## src/rtl/flex_down_counter_pkg.sv

```systemverilog
// Shared types and constants for the flex_down_counter timeout/delay generator.
// Optional periodic mode is selected with FLEX_DOWN_COUNTER_AUTO_RELOAD_EN.
package flex_down_counter_pkg;

    typedef enum logic [1:0] {
        IDLE  = 2'd0,
        COUNT = 2'd1,
        DONE  = 2'd2
    } state_t;

    localparam int RESET_COUNT = 0;

endpackage

```

## src/rtl/flex_down_counter_if.sv

```systemverilog
// Control/status bundle between a protocol FSM (master) and the down-counter (slave).
interface flex_down_counter_if #(
    parameter int NUM_CNT_BITS = 4
);
    logic                    clear;
    logic                    load;
    logic [NUM_CNT_BITS-1:0] load_val;
    logic                    count_enable;
    logic [NUM_CNT_BITS-1:0] count_out;
    logic                    busy;
    logic                    expired_flag;

    modport master (
        output clear, load, load_val, count_enable,
        input  count_out, busy, expired_flag
    );

    modport slave (
        input  clear, load, load_val, count_enable,
        output count_out, busy, expired_flag
    );
endinterface

```

## src/rtl/flex_down_counter.sv

```systemverilog
// Loadable down-counter with a one-cycle registered expiry pulse on reaching zero.
// Define FLEX_DOWN_COUNTER_AUTO_RELOAD_EN for periodic reload from the last loaded value.
module flex_down_counter
    import flex_down_counter_pkg::*;
#(
    parameter int NUM_CNT_BITS = 4
) (
    input  logic                      clk,
    input  logic                      rst,
    flex_down_counter_if.slave        bus
);

    localparam logic [NUM_CNT_BITS-1:0] CNT_RST = NUM_CNT_BITS'(RESET_COUNT);
    localparam logic [NUM_CNT_BITS-1:0] CNT_ONE = NUM_CNT_BITS'(1);

    state_t                  state_q, state_d;
    logic [NUM_CNT_BITS-1:0] count_q, count_d;
    logic [NUM_CNT_BITS-1:0] reload_q, reload_d;
    logic                    expired_q, expired_d;

    always_comb begin
        state_d   = state_q;
        count_d   = count_q;
        reload_d  = reload_q;
        expired_d = 1'b0;

        if (bus.clear) begin
            state_d = IDLE;
            count_d = CNT_RST;
        end else if (bus.load) begin
            // A zero load is a no-op timer: park in IDLE without a pulse.
            reload_d = bus.load_val;
            if (bus.load_val != CNT_RST) begin
                count_d = bus.load_val;
                state_d = COUNT;
            end else begin
                count_d = CNT_RST;
                state_d = IDLE;
            end
        end else begin
            case (state_q)
                COUNT: begin
                    if (bus.count_enable) begin
                        if (count_q > CNT_ONE) begin
                            count_d = count_q - CNT_ONE;
                        end else begin
                            // Terminal step is taken from 1, so the count never wraps.
                            expired_d = 1'b1;
`ifdef FLEX_DOWN_COUNTER_AUTO_RELOAD_EN
                            count_d = reload_q;
                            state_d = COUNT;
`else
                            count_d = CNT_RST;
                            state_d = DONE;
`endif
                        end
                    end
                end
                DONE: begin
                    state_d = IDLE;
                end
                default: begin
                    state_d = IDLE;
                end
            endcase
        end
    end

    always_ff @(posedge clk or posedge rst) begin
        if (rst) begin
            state_q   <= IDLE;
            count_q   <= CNT_RST;
            reload_q  <= CNT_RST;
            expired_q <= 1'b0;
        end else begin
            state_q   <= state_d;
            count_q   <= count_d;
            reload_q  <= reload_d;
            expired_q <= expired_d;
        end
    end

    assign bus.count_out    = count_q;
    assign bus.busy         = (state_q == COUNT);
    assign bus.expired_flag = expired_q;

endmodule

```

## src/flat_wrapper.sv

```systemverilog
// flat-port wrapper written by rule: the top's interface ports become plain ports
module flex_down_counter_flat import flex_down_counter_pkg::*;
#(
    parameter int NUM_CNT_BITS = 4
)
  (clk, rst, bus_clear, bus_load, bus_load_val, bus_count_enable, bus_count_out, bus_busy, bus_expired_flag);
  flex_down_counter_if #(.NUM_CNT_BITS(NUM_CNT_BITS)) bus_i ();
  input  logic clk;
  input  logic rst;
  input wire logic [$bits(bus_i.clear)-1:0] bus_clear;
  input wire logic [$bits(bus_i.load)-1:0] bus_load;
  input wire logic [$bits(bus_i.load_val)-1:0] bus_load_val;
  input wire logic [$bits(bus_i.count_enable)-1:0] bus_count_enable;
  output wire logic [$bits(bus_i.count_out)-1:0] bus_count_out;
  output wire logic [$bits(bus_i.busy)-1:0] bus_busy;
  output wire logic [$bits(bus_i.expired_flag)-1:0] bus_expired_flag;
  assign bus_i.clear = bus_clear;
  assign bus_i.load = bus_load;
  assign bus_i.load_val = bus_load_val;
  assign bus_i.count_enable = bus_count_enable;
  assign bus_count_out = bus_i.count_out;
  assign bus_busy = bus_i.busy;
  assign bus_expired_flag = bus_i.expired_flag;
  flex_down_counter #(.NUM_CNT_BITS(NUM_CNT_BITS)) u_core (.clk(clk), .rst(rst), .bus(bus_i));
endmodule
```

## config.mk

```make
export PLATFORM = sky130hd
export DESIGN_NAME = flex_down_counter_flat
export DESIGN_NICKNAME = d
export VERILOG_FILES = /design/src/rtl/flex_down_counter_pkg.sv /design/src/rtl/flex_down_counter_if.sv /design/src/rtl/flex_down_counter.sv /design/src/flat_wrapper.sv
export SDC_FILE = /design/constraint.sdc
export NUM_CORES = 1
export LEC_CHECK = 0
export ABC_AREA = 0
export ABC_CLOCK_PERIOD_IN_PS = 3600
export CORE_AREA = 2 2 39 41
export CTS_BUF_LIST = sky130_fd_sc_hd__clkbuf_8 sky130_fd_sc_hd__clkbuf_16
export DETAILED_ROUTE_END_ITERATION = 6
export DIE_AREA = 0 0 41 43
export GPL_ROUTABILITY_DRIVEN = 0
export PLACE_DENSITY = 0.6
export SLEW_MARGIN = 20
export SYNTH_ARGS = -nofsm -noshare
export SYNTH_HDL_FRONTEND = slang
export SYNTH_SLANG_ARGS = --single-unit
```

## constraint.sdc

```tcl
create_clock -name clk -period 3.6 [get_ports clk]
set_input_delay 0.36 -clock clk [delete_from_list [all_inputs] [get_ports clk]]
set_output_delay 0.36 -clock clk [all_outputs]
set_load 0.01 [all_outputs]
```

### After elaboration in Yosys (flattened, before gate mapping)

Index checks and enable logic that the tools add are counted.

* input bits: 9
* memories: 0
* logic and storage cells: 30
* output and inout bits: 6
* latch bits: 0
* register bits: 7
* memory bits (read-only): 0
* RAM bits: 0

* divide/modulo/power cells: 0
* equality and inequality tests: 3
* $mul: 0
* add/sub/neg operators: 1
* bitwise logic cells: 0
* muxes and demuxes: 17
* order comparisons: 1
* reductions and logical operators: 5
* shift operators: 0

Operators with widths (number)
* $mux 4: 6
* $mux 2: 5
* $ne 4x4->1 const B: 2
* $mux 1: 6
* $reduce_bool 3->1: 2
* $gt 4x1->1 const B: 1
* $reduce_and 2->1: 2
* $reduce_bool 4->1: 1
* $sub 4x1->4 const B: 1
* $eq 2x1->1 const B: 1

### Depth between registers and ports, before layout

* depth in word-level cells: 6
* mapped depth: 5
* gate-level depth less buffers: 5

### Worst setup path after synthesis

Ideal clock, no wire load.

* kind: register to register
* start: reg u_core.count_q[0], in the netlist u_core.bus.count_out[0]
* end: reg u_core.expired_q, in the netlist u_core.bus.expired_flag
* setup slack: 2.151 ns
* path buffers: 0
* library setup time: 0.086 ns
* stages on the path, launching flop included: 6
* data required time: 3.514 ns
* period minus slack after synthesis: 1.449 ns
* arrival: 1.363 ns
* cells stage by stage: dfrtp_1 inv_1 ha_1 nor2_1 or4_1 nor3_1

* word-level cells in the longest chain between the ends: 6

Ends and longest elaborated chain
* start: declaration: RTL line flex_down_counter.sv:17 `logic [NUM_CNT_BITS-1:0] count_q, count_d;`
* start signal: assignment: RTL line flex_down_counter.sv:77 `count_q <= count_d;`
* $gt 4x1->1: RTL line flex_down_counter.sv:44 `if (count_q > CNT_ONE) begin`
* $mux 1: RTL line flex_down_counter.sv:44
* $mux 1: RTL line flex_down_counter.sv:43 `if (bus.count_enable) begin`
* $mux 1: RTL line flex_down_counter.sv:41 `case (state_q)`
* $mux 1: RTL line flex_down_counter.sv:30 `end else if (bus.load) begin`
* $mux 1: RTL line flex_down_counter.sv:27 `if (bus.clear) begin`
* net u_core.expired_d: RTL line flex_down_counter.sv:19 `logic expired_q, expired_d;`
* end signal: assignment: RTL line flex_down_counter.sv:79 `expired_q <= expired_d;`
* end: declaration: RTL line flex_down_counter.sv:19

The timed path passes the listed nets, and every way through them passes these cells.
A chain may end at the register's enable or synchronous reset.

### Worst setup path in the final report

* start: reg u_core.state_q[0]
* end: out bus_busy

* word-level cells in the longest chain between the ends: 1

Ends and longest elaborated chain
* start: declaration: RTL line flex_down_counter.sv:16 `state_t state_q, state_d;`
* start signal: assignment: RTL line flex_down_counter.sv:76 `state_q <= state_d;`
* $eq 2x1->1: RTL line flex_down_counter.sv:84 `assign bus.busy = (state_q == COUNT);`
* end: declaration: RTL line flat_wrapper.sv:15 `output wire logic [$bits(bus_i.busy)-1:0] bus_busy;`

No other way between the ends.

==> results.md <==
* Status: finished, final reports clean
* Final hold vios at 0
* Syn-to-layout area delta at 49.2%
* Seq cells post-synth at 7
* Syn_area_per_cell at 9.92 µm²
* Peak VDD IR at 186 µV
* Die X at 41 µm
* CTS Root Cell: clkbuf_8
* FFs w/ async S/R, synth at 100%
* CTS tree: built
* Global route overflow at 0
* DP HPWL at 792 µm
* Synth area leaders: dfrtp_1 (42%), inv_1 (6.3%), ha_1 (6.0%)
* Setup Fix Bufs, Post-CTS at 0
* Clk slew on worst S/H paths at 40 ps
* Avg Vias per Cell at 5.42
* Initial antenna violation count at 0
* Largest net degree at the start of global routing at 10
* Area of the multi-input gates at 215 µm²
* Syn. warnings at 0
* Iteration-0 DRC Markers at 7
* Die H at 43 µm
* Number of global-route vias before repair at 388
* LEAKAGE at 0.000273 µW
* Max-slew violation count at 0
* Initial cell density of the core at 30.1%
* Share of cells above drive strength 1 at 8.33%
* Vias post-DR at 412
* First drt pass iteration count at 4
* WP buf/inv at 1
* Post-DR wirelength/cell at 13.7 µm
* Crit path max fanout at 3
* Antenna-violating nets left at 0
* Die area at 1760 µm²
* Mapped Cells at 42
* Sequential share of the synthesized area at 42.0%
* Placed insts at 72
* Placed inst area at 577 µm²
* CP top delay family: buffers and inverters
* Sequential cell area at 175 µm²
* Final Cycle Share at 47.9%
* WHS at 369 ps
* PostCTS Resize Cnt at 0
* Library cells used by synthesis at 18
* Top_reg_cell synth: dfrtp_1
* RSZ-0062 raised after global routing: false
* Reg2reg start: u_core.bus.count_out[0]$_DFFE_PP0P_
* CTS sink count at 7
* Max Cap Viol at 0
* First-pass GRT wire length at 1770 µm
* Cts bufs inserted at 3
* EDFF count, synth at 0
* # IOs at 15
* Hold buffer count at CTS at 0
* Mapped Area at 417 µm²
* Htree depth at 1
* Clock latency on the worst-skew pair at 220 ps
* Fmax at 580 MHz
* Drt drc at 0
* Synth cell count leaders: dfrtp_1 (7), inv_1 (7), nor2_1 (4), nor3_1 (4)
* Largest area contributor in the netlist: dfrtp_1
* Slew headroom at 80.0%
* Crit path from: u_core.state_q[0]$_DFFE_PP0P_
* Setup CP Type: register to output port
* Pwr dens at 389 nW/µm²
* Core Box Area at 1380 µm²
* Final WL at 1040 µm
* Finished Layout Cells at 76
* Least-Margin Pin Slew at 296 ps
* Setup TNS at 0 ps
* Yosys top cell area share at 42.0%
* Slowest cell on crit path: clkdlybuf4s50_1
* CP required at 3240 ps
* Port bufs at 14
* Fin nets at 72
* Pwr Total at 242 µW
* Minimum clock period at 1720 ps
* CTS max path bufs at 2
* CP cell instances: nor2b_1 -> clkdlybuf4s50_1
* Critical Path Max Stage Delay at 560 ps
* Antenna diodes at 0
* Hold WC Path Type: input pin to asynchronous set/reset pin
* Row cnt at 14
* Syn Nets at 53
* Worst Path Arrival at 1360 ps
* Final Cell Area at 622 µm²
* Worst setup SP type: register
* Setup-failing EPs final at 0
* Crit end category: output port
* Clk_skew at 1.52 ps
* Filler cell count at 141
* GRT Resource Usage Total at 15.1%
==> where the power goes <==
group	leakage (µW)	switching [µW]	internal (µW)
sequential	0.0000924	7.14	83.5
clock	0.0000269	32.0	73.5
combinational	0.000154	21.4	24.6
total	0.000273	60.5	182
==> worst reg2reg max path, cell delays in order, from the launching register on <==
cell and delay [ps]:
dfrtp_1 430, inv_1 100, ha_1 180, nor2_1 100, or4_1 490, nor3_1 150
==> kinds of logic after synthesis <==
| logic type | share of synthesized area (%) |
|---|---|
| flip-flops | 42.0 |
| buffers and inverters | 6.31 |
| AND/OR/NAND/NOR | 24.6 |
| AO/OA/AOI/OAI | 21.0 |
| adder cells (fa/ha/maj) | 6.01 |
==> worst paths after layout <==
kind,endpoint,slack [ps],depth (start not counted)
hold reg to reg,u_core.state_q[0]$_DFFE_PP0P_,620,3
min in group clk,u_core.state_q[0]$_DFFE_PP0P_,620,3
max in group asynchronous,u_core.bus.expired_flag$_DFF_PP0_,3010,2
setup reg to reg,u_core.bus.expired_flag$_DFF_PP0_,2060,5
setup / recovery,bus_busy,1880,2
hold / removal,u_core.state_q[0]$_DFFE_PP0P_,370,2
==> metal layers <==
layer	vias up	track usage, %	part of all wire (%)
met1	196	21.2	48
met3	2	3.14	5.1
li1	201	-	-
met4	0	10.0	0.67
met5	-	0	0
met2	13	20.0	46
==> registers in the layout, summed over array words and instances, names as in the netlist <==
| register | flops |
|---|---|
| u_core.bus.count_out | 4 |
| u_core.bus.expired_flag | 1 |
| u_core.state_q | 2 |
==> stage by stage <==
step,util [%],setup slack (ps)
after global routing,44.9,1800
after floorplan,-,2150
after global placement,41.7,1900
after detailed placement,41.7,1920
final,44.9,1880
after CTS,44.9,1870
==> layout by cell type, fill, tap and decap left out <==
cell type,count
nor2_1,4
or4_1,1
clkbuf_8,3
nand3b_4,1
o311ai_0,2
nand4b_1,1
nor3_1,4
and3b_2,1
nor2b_1,1
a221oi_1,2
a21oi_1,2
a311oi_1,2
dfrtp_1,7
a211oi_1,1
ha_1,2
nor4_1,1
inv_1,8
and4_1,1
o41ai_1,2
clkdlybuf4s50_1,14
==> layout make-up <==
type / instances / area share [%]
Timing Repair Buffer: 14 / 22.5
Tap cell: 16 / 3.22
Clock buffer: 3 / 6.64
Multi-Input combinational cell: 28 / 34.6
Clock inverter: 1 / 0.604
Sequential cell: 7 / 28.2
Inverter: 7 / 4.23
No activity file was read; power rests on OpenSTA's default activity.
